[config.mk]
export PLATFORM = sky130hd
export DESIGN_NAME = ram_arbiter
export DESIGN_NICKNAME = d
export VERILOG_FILES = /design/src/rtl/ram_arbiter.sv
export SDC_FILE = /design/constraint.sdc
export NUM_CORES = 1
export LEC_CHECK = 0
export CORE_ASPECT_RATIO = 1.75
export CORE_MARGIN = 4
export CORE_UTILIZATION = 36
export CTS_CLUSTER_SIZE = 12
export DETAILED_ROUTE_END_ITERATION = 8
export PLACE_DENSITY = 0.83
export SLEW_MARGIN = 25
export SYNTH_ARGS = -nofsm -noshare
export SYNTH_HDL_FRONTEND = slang
export SYNTH_SLANG_ARGS = --single-unit
[constraint.sdc]
create_clock -name clock -period 3.8 [get_ports clock]
set_input_delay 0.76 -clock clock [delete_from_list [all_inputs] [get_ports clock]]
set_output_delay 0.76 -clock clock [all_outputs]
set_load 0.03 [all_outputs]
[src/rtl/ram_arbiter.sv]
// ram_arbiter
// Shares one RAM port among NUM_PORTS requesters on a single clock.
// PRIO_PORT (normally VGA scanout) has strict priority, limited to
// MAX_PRIO_RUN consecutive grants while another port waits. The other
// ports are served round-robin. Each read returns a one-cycle rvalid
// strobe to its requester once the RAM read latency has elapsed.
//
// Ports:
//   clock        in   single clock, rising edge
//   reset_n      in   asynchronous active-low reset
//   req          in   per-port request, held until granted
//   wren         in   per-port write enable, qualified by req
//   address      in   per-port address, port k at [k*ADDR_WIDTH +: ADDR_WIDTH]
//   data         in   per-port write data, same packing
//   gnt          out  one-hot combinational grant
//   rvalid       out  one-cycle read-return strobe per port
//   rdata        out  read data, broadcast (pass-through of mem_q)
//   mem_address  out  registered RAM address
//   mem_wren     out  registered RAM write enable
//   mem_data     out  registered RAM write data
//   mem_q        in   RAM read data
//
// Handshake: a port raises req[k] and holds it, together with its
// wren/address/data, until it sees gnt[k]. The access is accepted at the
// rising edge where req[k] & gnt[k] is high. Every edge with both high is a
// separate access, so the requester must drop req or present its next
// command in the cycle after acceptance. rvalid carries no back-pressure.
module ram_arbiter #(
    parameter int NUM_PORTS    = 3,
    parameter int ADDR_WIDTH   = 16,
    parameter int DATA_WIDTH   = 16,
    parameter int PRIO_PORT    = 0,
    parameter int MAX_PRIO_RUN = 4,
    parameter int READ_LATENCY = 1
) (
    input  logic                             clock,
    input  logic                             reset_n,
    input  logic [NUM_PORTS-1:0]             req,
    input  logic [NUM_PORTS-1:0]             wren,
    input  logic [NUM_PORTS*ADDR_WIDTH-1:0]  address,
    input  logic [NUM_PORTS*DATA_WIDTH-1:0]  data,
    output logic [NUM_PORTS-1:0]             gnt,
    output logic [NUM_PORTS-1:0]             rvalid,
    output logic [DATA_WIDTH-1:0]            rdata,
    output logic [ADDR_WIDTH-1:0]            mem_address,
    output logic                             mem_wren,
    output logic [DATA_WIDTH-1:0]            mem_data,
    input  logic [DATA_WIDTH-1:0]            mem_q
);

    localparam int IDX_W = (NUM_PORTS > 1) ? $clog2(NUM_PORTS) : 1;
    // One stage for the registered command, READ_LATENCY stages for the RAM.
    localparam int DEPTH = 1 + READ_LATENCY;
    localparam logic [NUM_PORTS-1:0] PRIO_MASK = NUM_PORTS'(1) << PRIO_PORT;
    localparam logic [3:0] MAX_RUN = 4'(MAX_PRIO_RUN);

    logic [IDX_W-1:0]      r_rr_ptr;
    logic [3:0]            r_prio_run;
    logic [DEPTH-1:0]      r_tag_v;
    logic [IDX_W-1:0]      r_tag_idx [DEPTH];

    logic                  w_other_req;
    logic                  w_gnt_valid;
    logic                  w_prio_grant;
    logic                  w_found;
    logic [IDX_W-1:0]      w_gnt_idx;
    logic [NUM_PORTS-1:0]  w_gnt;
    int                    w_cand;
    logic [ADDR_WIDTH-1:0] w_sel_addr;
    logic [DATA_WIDTH-1:0] w_sel_data;
    logic                  w_sel_wren;
    logic                  w_rd_accept;

    assign w_other_req = |(req & ~PRIO_MASK);

    // Grant selection. The priority port wins unless it has used up its run
    // while someone else waits; otherwise the round-robin search starts just
    // above the last non-priority winner and wraps, skipping PRIO_PORT.
    always_comb begin
        w_gnt        = '0;
        w_gnt_idx    = '0;
        w_gnt_valid  = 1'b0;
        w_prio_grant = 1'b0;
        w_found      = 1'b0;
        w_cand       = 0;
        if (reset_n) begin
            if (req[PRIO_PORT] && ((r_prio_run < MAX_RUN) || !w_other_req)) begin
                w_prio_grant = 1'b1;
                w_gnt_valid  = 1'b1;
                w_gnt_idx    = IDX_W'(PRIO_PORT);
            end else if (w_other_req) begin
                for (int i = 1; i <= NUM_PORTS; i++) begin
                    w_cand = int'(r_rr_ptr) + i;
                    if (w_cand >= NUM_PORTS) begin
                        w_cand = w_cand - NUM_PORTS;
                    end
                    if (!w_found && (w_cand != PRIO_PORT) && req[IDX_W'(w_cand)]) begin
                        w_found   = 1'b1;
                        w_gnt_idx = IDX_W'(w_cand);
                    end
                end
                w_gnt_valid = w_found;
            end
            if (w_gnt_valid) begin
                w_gnt[w_gnt_idx] = 1'b1;
            end
        end
    end

    assign gnt = w_gnt;

    // Command mux driven by the one-hot grant.
    always_comb begin
        w_sel_addr = '0;
        w_sel_data = '0;
        w_sel_wren = 1'b0;
        for (int k = 0; k < NUM_PORTS; k++) begin
            if (w_gnt[k]) begin
                w_sel_addr = address[k*ADDR_WIDTH +: ADDR_WIDTH];
                w_sel_data = data[k*DATA_WIDTH +: DATA_WIDTH];
                w_sel_wren = wren[k];
            end
        end
    end

    // gnt already implies req, so a grant is an accepted access.
    assign w_rd_accept = w_gnt_valid && !w_sel_wren;

    always_ff @(posedge clock or negedge reset_n) begin
        if (!reset_n) begin
            r_rr_ptr    <= IDX_W'(PRIO_PORT);
            r_prio_run  <= '0;
            r_tag_v     <= '0;
            for (int s = 0; s < DEPTH; s++) begin
                r_tag_idx[s] <= '0;
            end
            mem_address <= '0;
            mem_wren    <= 1'b0;
            mem_data    <= '0;
        end else begin
            // Run length only matters while someone else is waiting.
            if (!w_other_req) begin
                r_prio_run <= '0;
            end else if (w_prio_grant) begin
                if (r_prio_run < MAX_RUN) begin
                    r_prio_run <= r_prio_run + 4'd1;
                end
            end else begin
                r_prio_run <= '0;
            end

            if (w_gnt_valid && !w_prio_grant) begin
                r_rr_ptr <= w_gnt_idx;
            end

            // Address/data hold across idle cycles; only wren is cleared.
            if (w_gnt_valid) begin
                mem_address <= w_sel_addr;
                mem_wren    <= w_sel_wren;
                mem_data    <= w_sel_data;
            end else begin
                mem_wren    <= 1'b0;
            end

            r_tag_v      <= {r_tag_v[DEPTH-2:0], w_rd_accept};
            r_tag_idx[0] <= w_gnt_idx;
            for (int s = 1; s < DEPTH; s++) begin
                r_tag_idx[s] <= r_tag_idx[s-1];
            end
        end
    end

    always_comb begin
        rvalid = '0;
        if (r_tag_v[DEPTH-1]) begin
            rvalid[r_tag_idx[DEPTH-1]] = 1'b1;
        end
    end

    assign rdata = mem_q;

endmodule
Word level (Yosys, flattened, before mapping)
Cells that the tools add are included.

Add/sub/neg operators: 7. Magnitude comparators: 11. Equality and inequality tests: 1. Multiplexer cells: 63. Reduce and logical (&&, ||, !) cells: 20.

Operator list (count): 32-bit 2-to-1 mux (12); 16-bit 2-to-1 mux (6); 32-bit nonzero test (3); 1-bit 2-to-1 mux (27); 2-bit 2-to-1 mux (7); 2-bit by 4-bit < comparator with 1-bit output (second input constant) (3); 4-bit 2-to-1 mux (3); 3-bit by 2-bit subtractor with 4-bit output (second input constant) (3); 1-bit logical AND (10); 3-bit by 2-bit >= comparator with 1-bit output (second input constant) (3); 3-bit 2-to-1 mux (3); 2-bit by 2-bit adder with 3-bit output (second input constant) (2); 1-bit binary-select mux with 2-bit select (3); 2-bit by 3-bit < comparator with 1-bit output (second input constant) (2); 1-bit logical NOT (5); 4-bit by 1-bit adder with 4-bit output (second input constant) (1); 1-bit demux with 2-bit select (2); 2-bit by 1-bit >= comparator with 1-bit output (second input constant) (2); 4-bit by 3-bit < comparator with 1-bit output (second input constant) (1); 2-bit by 1-bit adder with 3-bit output (second input constant) (1); 3-bit by 2-bit inequality test with 1-bit output (second input constant) (1); 2-bit OR reduction (1); 1-bit logical OR (1).

Flip-flop bits (word level): 45. Input bits: 120. Output and inout port bits: 55. Word-level logic and storage cells: 110.

Depth between registers and ports, before layout
Gate-level depths: netlist of run 1.

Depth in word-level cells: 39. Depth in mapped cells: 12. Mapped depth without buffers: 9.

Worst setup path after synthesis of run 1
Ideal clock, no wire load.

Path type: reg-to-output. Start: register r_rr_ptr[0]. End: output port gnt[1]. Arrival time: 2589 ps. Setup slack: 451 ps. Stages on the path, launching flop included: 9. Path buffers: 1. Cell sequence: dfrtp_1 -> inv_1 -> ha_1 -> or4b_1 -> o21ai_2 -> a31o_2 -> o211ai_1 -> clkbuf_1 -> nor2_1.

Longest elaborated chain between the ends: 34. Elaborated cells between the ends (all ways): 65.

RTL lines: start: declaration (line 57) `logic [IDX_W-1:0] r_rr_ptr;`; start signal: assignment (line 131) `r_rr_ptr <= IDX_W'(PRIO_PORT);`; start signal: assignment (line 153) `r_rr_ptr <= w_gnt_idx;`; 2-bit by 1-bit adder with 3-bit output (line 93) `w_cand = int'(r_rr_ptr) + i;`; 3-bit by 2-bit subtractor with 4-bit output or 3-bit by 2-bit >= comparator with 1-bit output (tied branches) (line 95, 94); 32-bit 2-to-1 mux (line 94) `if (w_cand >= NUM_PORTS) begin`; 32-bit 2-to-1 mux (line 91) `end else if (w_other_req) begin`; 32-bit 2-to-1 mux (line 87) `if (req[PRIO_PORT] && ((r_prio_run < MAX_RUN) || !w_other_req)) begin`; 32-bit 2-to-1 mux (line 86) `if (reset_n) begin`; 1-bit binary-select mux with 2-bit select (line 97) `if (!w_found && (w_cand != PRIO_PORT) && req[IDX_W'(w_cand)]) begin`; 1-bit 2-to-1 mux (not written as such) (2 in a row) (line 97); [... 17 more ...]; 2-bit 2-to-1 mux (line 87); 2-bit 2-to-1 mux (line 86); 2-bit by 3-bit < comparator with 1-bit output (not written as such) or 2-bit by 1-bit >= comparator with 1-bit output (tied branches) (line 105) `w_gnt[w_gnt_idx] = 1'b1;`; 1-bit logical AND (not written as such) (line 105); 1-bit 2-to-1 mux (not written as such) (line 105); 1-bit demux with 2-bit select (line 105); 3-bit 2-to-1 mux (*) (line 104) `if (w_gnt_valid) begin`; 3-bit 2-to-1 mux (*) (line 86); end: declaration (line 42) `output logic [NUM_PORTS-1:0] gnt,`.

Every way passes the cells marked *; elsewhere a longest branch is shown, timed or not. The select of a mux whose other input is x is not followed.

Worst setup path after layout of run 1
Start: register r_rr_ptr[0]. End: output port gnt[2].

The elaborated chain is that of the path after synthesis.

==> impl_metrics.tcl, run 1 <==
set metrics [dict create \
    clock_skew_ns 0.00542 \
    syn_nets 408 \
    place_hpwl_mm 6.35 \
    clk_pin_slew_ns 0.06 \
    die_area_sq_mm 0.00884 \
    end_kind "output port" \
    slowest_delay_ns 0.48 \
    overflow 0 \
    tightest_slew_ns 0.644 \
    p_per_area_mw_per_mm2 824 \
    cp_max_fo 17 \
    num-nets-final 527 \
    die_w_um 72.8 \
    port_buffers 142 \
    report.final.slew_viol_count 0 \
    synthCells 282 \
    cts_buffers 5 \
    finalCriticalPeriod_ns 3.66 \
    crit_path_cell_trace "inv_1 -> ha_2 -> mux2_4 -> a221oi_2 -> nand3_1 -> mux2_4 -> nand2b_4 -> inv_1 -> buf_4" \
    grt_pass1_wl_mm 13.0 \
    yosys_register_bits 45 \
    critical_path.top_delay_family "multiplexers" \
    clkLatencyLatePin_ns 0.28 \
    drt_wl_total_mm 8.49 \
    setup_tns_ns 0 \
    firstDrtPassIters 4 \
    drtAntennaViolNets 0 \
    areaGrowthSynthToFinish_pct 55.9 \
    fmax_ghz 0.273 \
    placed_cells 480 \
    netlist_area_sq_mm 0.00265 \
    path_buf_inv 3 \
    ioPinCount 175 \
    start_kind "flop" \
    ys_types 40 \
    path_class "reg2out" \
    cts-root-buf "clkbuf_16" \
    hold_violations 0 \
    avgRoutedWirePerCell_um 17.4 \
    place.gp.congestion 0.815 \
    ys_seq_area_share_pct 42.6 \
    initial_core_util_pct 36.8 \
    ctsHtreeMaxLevel 2 \
    max_cap_violations 0 \
    drive_gt1_share_pct 7.71 \
    fillCellCount 638 \
    setup_violations 0 \
    maxSlewHeadroom_pct 57.0 \
    via_per_inst 5.40 \
    crit_arrival_ns 2.90 \
    leakage_nw 1.69 \
    postSynthAreaPerCell_sq_um 9.38 \
    drc 0 \
    layoutNonFillerInstCount 489 \
    cp_slowest_cell "dfrtp_1" \
    rsz0062_at_grt "false" \
    grt_pass1_vias 2767 \
    cts_tree "done" \
    fin_crit_sh_pct 96.2 \
    finalPower_mw 3.40 \
    core_area_sq_mm 0.00718 \
    antenna_found_initial 1 \
    yosysWarnings 0 \
    num_rows 41 \
    drt_iter0_drc 120 \
    grt_max_degree 66 \
    numClockSinks 45 \
    hp-class "reg2reg" \
    die_h_um 121 \
    clk_path_buf_depth 2 \
    vdd_drop_max_mv 0.397 \
    critPathRequiredTime_ns 3.04 \
    vias 2640 \
    status "complete, no violations" \
    grt_usage_pct 18.9 \
]
## worst paths after layout
path                            slack (ns)                    endpoint                     from  cells after the start
worst max-delay path                  0.14                      gnt[2]  r_rr_ptr[0]$_DFFE_PN0P_                      9
worst min-delay path                  0.36      r_tag_idx[0]$_DFF_PN0_   r_tag_idx[2]$_DFF_PN0_                      0
worst max register to register        0.73  mem_address[9]$_DFFE_PN0P_  r_rr_ptr[0]$_DFFE_PN0P_                     10
worst min register to register        0.36      r_tag_idx[0]$_DFF_PN0_   r_tag_idx[2]$_DFF_PN0_                      0
max in group asynchronous             2.63     mem_data[8]$_DFFE_PN0P_                  reset_n                      2
min in group asynchronous             0.43  mem_address[4]$_DFFE_PN0P_                  reset_n                      1
## report_power, final
group	switching [mW]	internal, mW
combinational	1.27	0.896
sequential	0.113	0.689
clock	0.186	0.245
total	1.57	1.83
## registers in the layout, summed over array words and instances (netlist names)
name,count
r_tag_v,2
r_prio_run,4
mem_data,16
mem_wren,1
r_tag_idx,4
r_rr_ptr,2
mem_address,16
## worst register-to-register path, delay by kind of cell, from the launching register on
kind / cells / cell delay [ns]
adders and majority gates: 1 / 0.46
DFF: 1 / 0.48
and+or+nand+nor: 2 / 0.31
buffers and inverters: 2 / 0.41
AOI/OAI and AO/OA: 3 / 0.54
muxes: 2 / 0.72
## cell usage in the layout (no fill, tap or decap), types with 3 or more instances in the layout
cell type	instances
a21oi_1	35
buf_4	11
o21ai_0	30
nor2_1	11
clkdlybuf4s50_1	138
nand2_1	4
a21o_1	33
mux2_4	3
mux2i_1	3
inv_1	8
o21ai_1	5
dfrtp_1	45
o22ai_1	32
clkbuf_16	5
ha_1	5
## what timing repair did
item | 4_1_cts | 5_1_grt
setup endpoints to repair | 0 | 1
gates resized for setup | 0 | 1
hold buffers | 0 | 0
setup buffers | 0 | 0
## layout make-up
| cell class | instances | area (sq um) | share of cell area [%] |
|---|---|---|---|
| Inverter | 8 | 30.0 | 0.728 |
| Multi-Input combinational cell | 191 | 1240 | 30.1 |
| Sequential cell | 45 | 1130 | 27.3 |
| Tap cell | 86 | 108 | 2.61 |
| Timing Repair Buffer | 150 | 1470 | 35.6 |
| Clock buffer | 5 | 125 | 3.03 |
| Antenna cell | 1 | 2.50 | 0.0607 |
| Clock inverter | 3 | 21.3 | 0.516 |
## cell families after synthesis
kind of cell	Yosys count	synth area share [%]
and+or+nand+nor	29	6.10
AOI/OAI and AO/OA	146	33.8
buffers and inverters	46	10.6
DFF	45	42.6
other	1	0.142
adders and majority gates	6	2.84
xor gates and xnor gates	2	0.662
muxes	7	3.26
## stage by stage
step | cell area, sq um | setup slack (ns) | util (%) | hold slack [ns]
6_report | 4120 | 0.143 | 57.4 | 0.355
3_5_place_dp | 3970 | 0.194 | 55.3 | 0.341
2_1_floorplan | 2650 | 0.451 | - | 0.331
5_1_grt | 4120 | 0.0739 | 57.4 | 0.357
3_3_place_gp | 3970 | 0.262 | 55.3 | 0.333
4_1_cts | 4120 | 0.0713 | 57.4 | 0.356
## layer usage
metal  global-route usage [%]  vias to the layer above  routed length [um]  part of all wire [%]
met5                        0                        -                   0                     0
met4                     9.70                        0                 197                   2.3
met3                     3.32                       16                 528                   6.2
met2                     36.1                      105                4940                    58
met1                     18.4                     1267                2820                    33
li1                         -                     1252                   -                     -
## cell usage after synthesis
master / n / area, sq um
o21ai_1: 5 / 25.0
o32ai_1: 2 / 17.5
o31ai_1: 2 / 15.0
ha_1: 6 / 75.1
nand2_2: 1 / 6.26
clkbuf_2: 2 / 10.0
xnor2_1: 1 / 8.76
and3b_1: 2 / 17.5
buf_6: 5 / 56.3
and2_1: 2 / 12.5
buf_4: 16 / 120
xor2_1: 1 / 8.76
nand2_1: 4 / 15.0
buf_1: 2 / 7.51
buf_2: 6 / 30.0
nor2_1: 11 / 41.3
mux2_2: 1 / 11.3
o21ai_2: 1 / 8.76
a21o_1: 33 / 248
inv_1: 8 / 30.0
clkbuf_1: 7 / 26.3
mux2_4: 3 / 45.0
o22ai_1: 32 / 200
or4b_1: 1 / 10.0
o31a_1: 1 / 8.76
o21ai_0: 30 / 150
nand2b_1: 2 / 12.5
nor2b_1: 1 / 6.26
nand2b_4: 1 / 13.8
a31o_2: 1 / 8.76
conb_1: 1 / 3.75
o211ai_1: 1 / 7.51
or3_1: 1 / 6.26
dfrtp_1: 45 / 1130
nor3b_1: 2 / 15.0
nand3_1: 1 / 5.00
a21oi_1: 35 / 175
mux2i_1: 3 / 30.0
a221oi_2: 1 / 15.0
a211oi_1: 2 / 15.0
Note: power is estimated with default switching activity, not from simulation.
==> inputs of run 2 (changes only) <==
- ABC_AREA: unset -> 1
- CORE_MARGIN: 4 -> 8
- PLACE_DENSITY: 0.83 -> 0.82
==> run 2 against run 1 <==
  * Via count grew 7.2%
  * Core utilization grew 0.31 points
  * Area after synthesis grew 0.43%
  * Sequential cell count is the same
  * First-iteration DRC count grew 18%
  * Largest power group unchanged
  * Highest routed layer unchanged
==> impl_metrics.tcl, run 2 <==
set metrics [dict create \
    seq_power_share_pct 22.7 \
    final_area_sq_mm 0.00415 \
    yosysMostFrequentCell "nand2_1" \
    placed_area_sq_mm 0.00398 \
    drtAntennaViolNets 0 \
    yosys-top-cells-count "nand2_1, dfrtp_1, nand3_1" \
    grt_usage_pct 18.9 \
    grt_pass1_vias 2967 \
    largest_registers "mem_address: 16 flops, mem_data: 16 flops" \
    leakage_nw 1.82 \
    clk_pin_slew_ns 0.06 \
    whs_ns 0.363 \
    status "complete, no violations" \
    p_sw_mw 1.78 \
    synthCells 341 \
    initial_core_util_pct 37.0 \
    max_cap_violations 0 \
    top_layer_used "met4" \
    numClockSinks 45 \
    insertedDiodeCount 0 \
    clk_path_buf_depth 2 \
    hp-class "reg2reg" \
    num_rows 41 \
    areaGrowthSynthToFinish_pct 56.1 \
    postSynthAreaPerCell_sq_um 7.79 \
    synth_edf_count 0 \
    ctsHtreeMaxLevel 2 \
    drc 0 \
    slowest_delay_ns 0.52 \
    port_buffers 142 \
    cts_resized 0 \
    path_buf_inv 2 \
    ys_types 27 \
    crit_top_cell "nand2_2" \
    end_kind "output port" \
    yosysTopAreaCell "dfrtp_1" \
    drt_wl_total_mm 9.96 \
    clock_skew_ns 0.00614 \
    finalCriticalPeriod_ns 3.48 \
    p_int_mw 1.89 \
    crit_path_cell_trace "inv_1 -> ha_1 -> nand2_2 -> nand2_2 -> nand2_2 -> nor2_2 -> nor2_2 -> nand2_1 -> nand3_2 -> nand2_2 -> nand2_1 -> nor2_1 -> buf_12" \
    via_per_inst 5.14 \
    fmax_ghz 0.288 \
    netlist_area_sq_mm 0.00266 \
    place_hpwl_mm 7.74 \
    synth_ff_type "dfrtp_1" \
    antenna_found_initial 0 \
    start_kind "flop" \
    crit_arrival_ns 2.72 \
    cts_buffers 5 \
    core_area_sq_mm 0.00718 \
    overflow 0 \
    placed_cells 543 \
    setup_tns_ns 0 \
    cp_slowest_cell "ha_1" \
    wl_met1_mm 3.32 \
    drt_iter0_drc 141 \
    mostFrequentLayoutCells "clkdlybuf4s50_1, nand2_1, dfrtp_1, nand3_1, nand4_1" \
    critPathRequiredTime_ns 3.04 \
    grt_pass1_wl_mm 15.2 \
    netlist.area_leader.share_pct 42.4 \
    clkLatencyLatePin_ns 0.29 \
    synth_area_leaders "dfrtp_1, nand2_1, nand3_1, nand4_1, buf_4" \
    die_w_um 80.9 \
    ys_seq_area_share_pct 42.4 \
    drive_gt1_share_pct 8.39 \
    dr_wl_met3_um 805 \
    hold_buffers 0 \
    place.gp.congestion 0.952 \
    layoutNonFillerInstCount 551 \
    ioPinCount 175 \
    report.final.slew_viol_count 0 \
    num-nets-final 590 \
    fillCellCount 649 \
    grt_max_degree 35 \
    synthArstFlopShare_pct 100 \
    rsz0062_at_grt "false" \
    critical_path.top_delay_family "simple AND/OR/NAND/NOR gates" \
    switching_share_pct 48.4 \
    cp_max_fo 8 \
    p_clk_share_pct 13.4 \
    comb_power_share_pct 63.9 \
    firstDrtPassIters 4 \
    die_h_um 130 \
    syn_nets 467 \
    path_class "reg2out" \
    worst_slack_ns 0.323 \
    fin_util_pct 57.7 \
    setup_violations 0 \
    fin_crit_sh_pct 91.5 \
    vdd_drop_max_mv 0.498 \
    avgRoutedWirePerCell_um 18.1 \
    post_cts_buffers 0 \
    cts_tree "done" \
    p_per_area_mw_per_mm2 885 \
    finalPower_mw 3.67 \
    mostFrequentLayoutCell "clkdlybuf4s50_1" \
    register_area_sq_mm 0.00113 \
    die_area_sq_mm 0.0105 \
    wl_met2_mm 5.45 \
    yosysWarnings 0 \
    hold_violations 0 \
    yosys_register_bits 45 \
    vias 2831 \
    multi_input_area_sq_mm 0.00120 \
    cts-root-buf "clkbuf_16" \
    dp_slack_ns 0.532 \
]
==> run 2: cell count changes in the layout (fill, tap and decap cells not counted), moves of 4 or more <==
cell / before / now
inv_2: 0 / 5
nand2_2: 1 / 6
nor2_2: 0 / 5
o22ai_1: 32 / 0
nand3_1: 1 / 43
nand2_1: 4 / 117
nand4_1: 0 / 33
nor2_1: 11 / 15
a21oi_1: 35 / 2
o21ai_1: 5 / 0
o21ai_0: 30 / 1
inv_1: 8 / 16
a21o_1: 33 / 0
==> run 2: power by group through the flow <==
stage                     combinational [mW]  sequential (mW)  clock [mW]
after global routing                    2.55            0.856       0.530
after global placement                  2.31            0.825           0
after floorplan                         1.24             1.17           0
final                                   2.35            0.831       0.493
after detailed placement                2.36            0.838           0
after CTS                               2.37            0.832       0.505
==> run 2: area by class of cell <==
class | instances | area share (%)
Timing Repair Buffer | 148 | 35.4
Inverter | 21 | 1.90
Clock buffer | 6 | 3.11
Tap cell | 86 | 2.60
Multi-Input combinational cell | 243 | 28.9
Clock inverter | 2 | 0.935
Sequential cell | 45 | 27.2
==> run 2: path summary, 6_finish.rpt <==
| path | from | end | slack, ns | depth (start not counted) |
|---|---|---|---|---|
| max | r_rr_ptr[0]$_DFFE_PN0P_ | gnt[0] | 0.32 | 13 |
| min | r_tag_idx[3]$_DFF_PN0_ | r_tag_idx[1]$_DFF_PN0_ | 0.36 | 0 |
| max reg2reg | r_rr_ptr[0]$_DFFE_PN0P_ | mem_address[0]$_DFFE_PN0P_ | 0.76 | 16 |
| min reg2reg | r_tag_idx[3]$_DFF_PN0_ | r_tag_idx[1]$_DFF_PN0_ | 0.36 | 0 |
| max in group asynchronous | reset_n | mem_address[13]$_DFFE_PN0P_ | 2.64 | 2 |
| min in group asynchronous | reset_n | r_tag_idx[2]$_DFF_PN0_ | 0.41 | 1 |
==> run 2: metal layers <==
metal	vias to the layer above	global-route usage, %
met5	-	0
met4	0	10.1
met3	26	5.06
met2	118	34.6
met1	1345	18.3
li1	1342	-
==> run 2: logic make-up (layout without fill, tap and decap cells) <==
| group | count (synthesis) | in the layout | share of synthesized area (%) |
|---|---|---|---|
| compound gates | 7 | 7 | 2.03 |
| xor+xnor | 1 | 1 | 0.330 |
| fa+ha+maj | 6 | 6 | 2.83 |
| buf+inv | 53 | 177 | 12.4 |
| flops | 45 | 45 | 42.4 |
| other cells | 1 | 1 | 0.141 |
| simple gates | 228 | 228 | 39.8 |
==> run 2: worst reg2reg max path, delay by kind of cell (launching register included) <==
family | cells | cell delay (ns)
buf+inv | 4 | 0.80
fa+ha+maj | 1 | 0.52
compound gates | 1 | 0.15
flops | 1 | 0.48
simple gates | 10 | 1.02
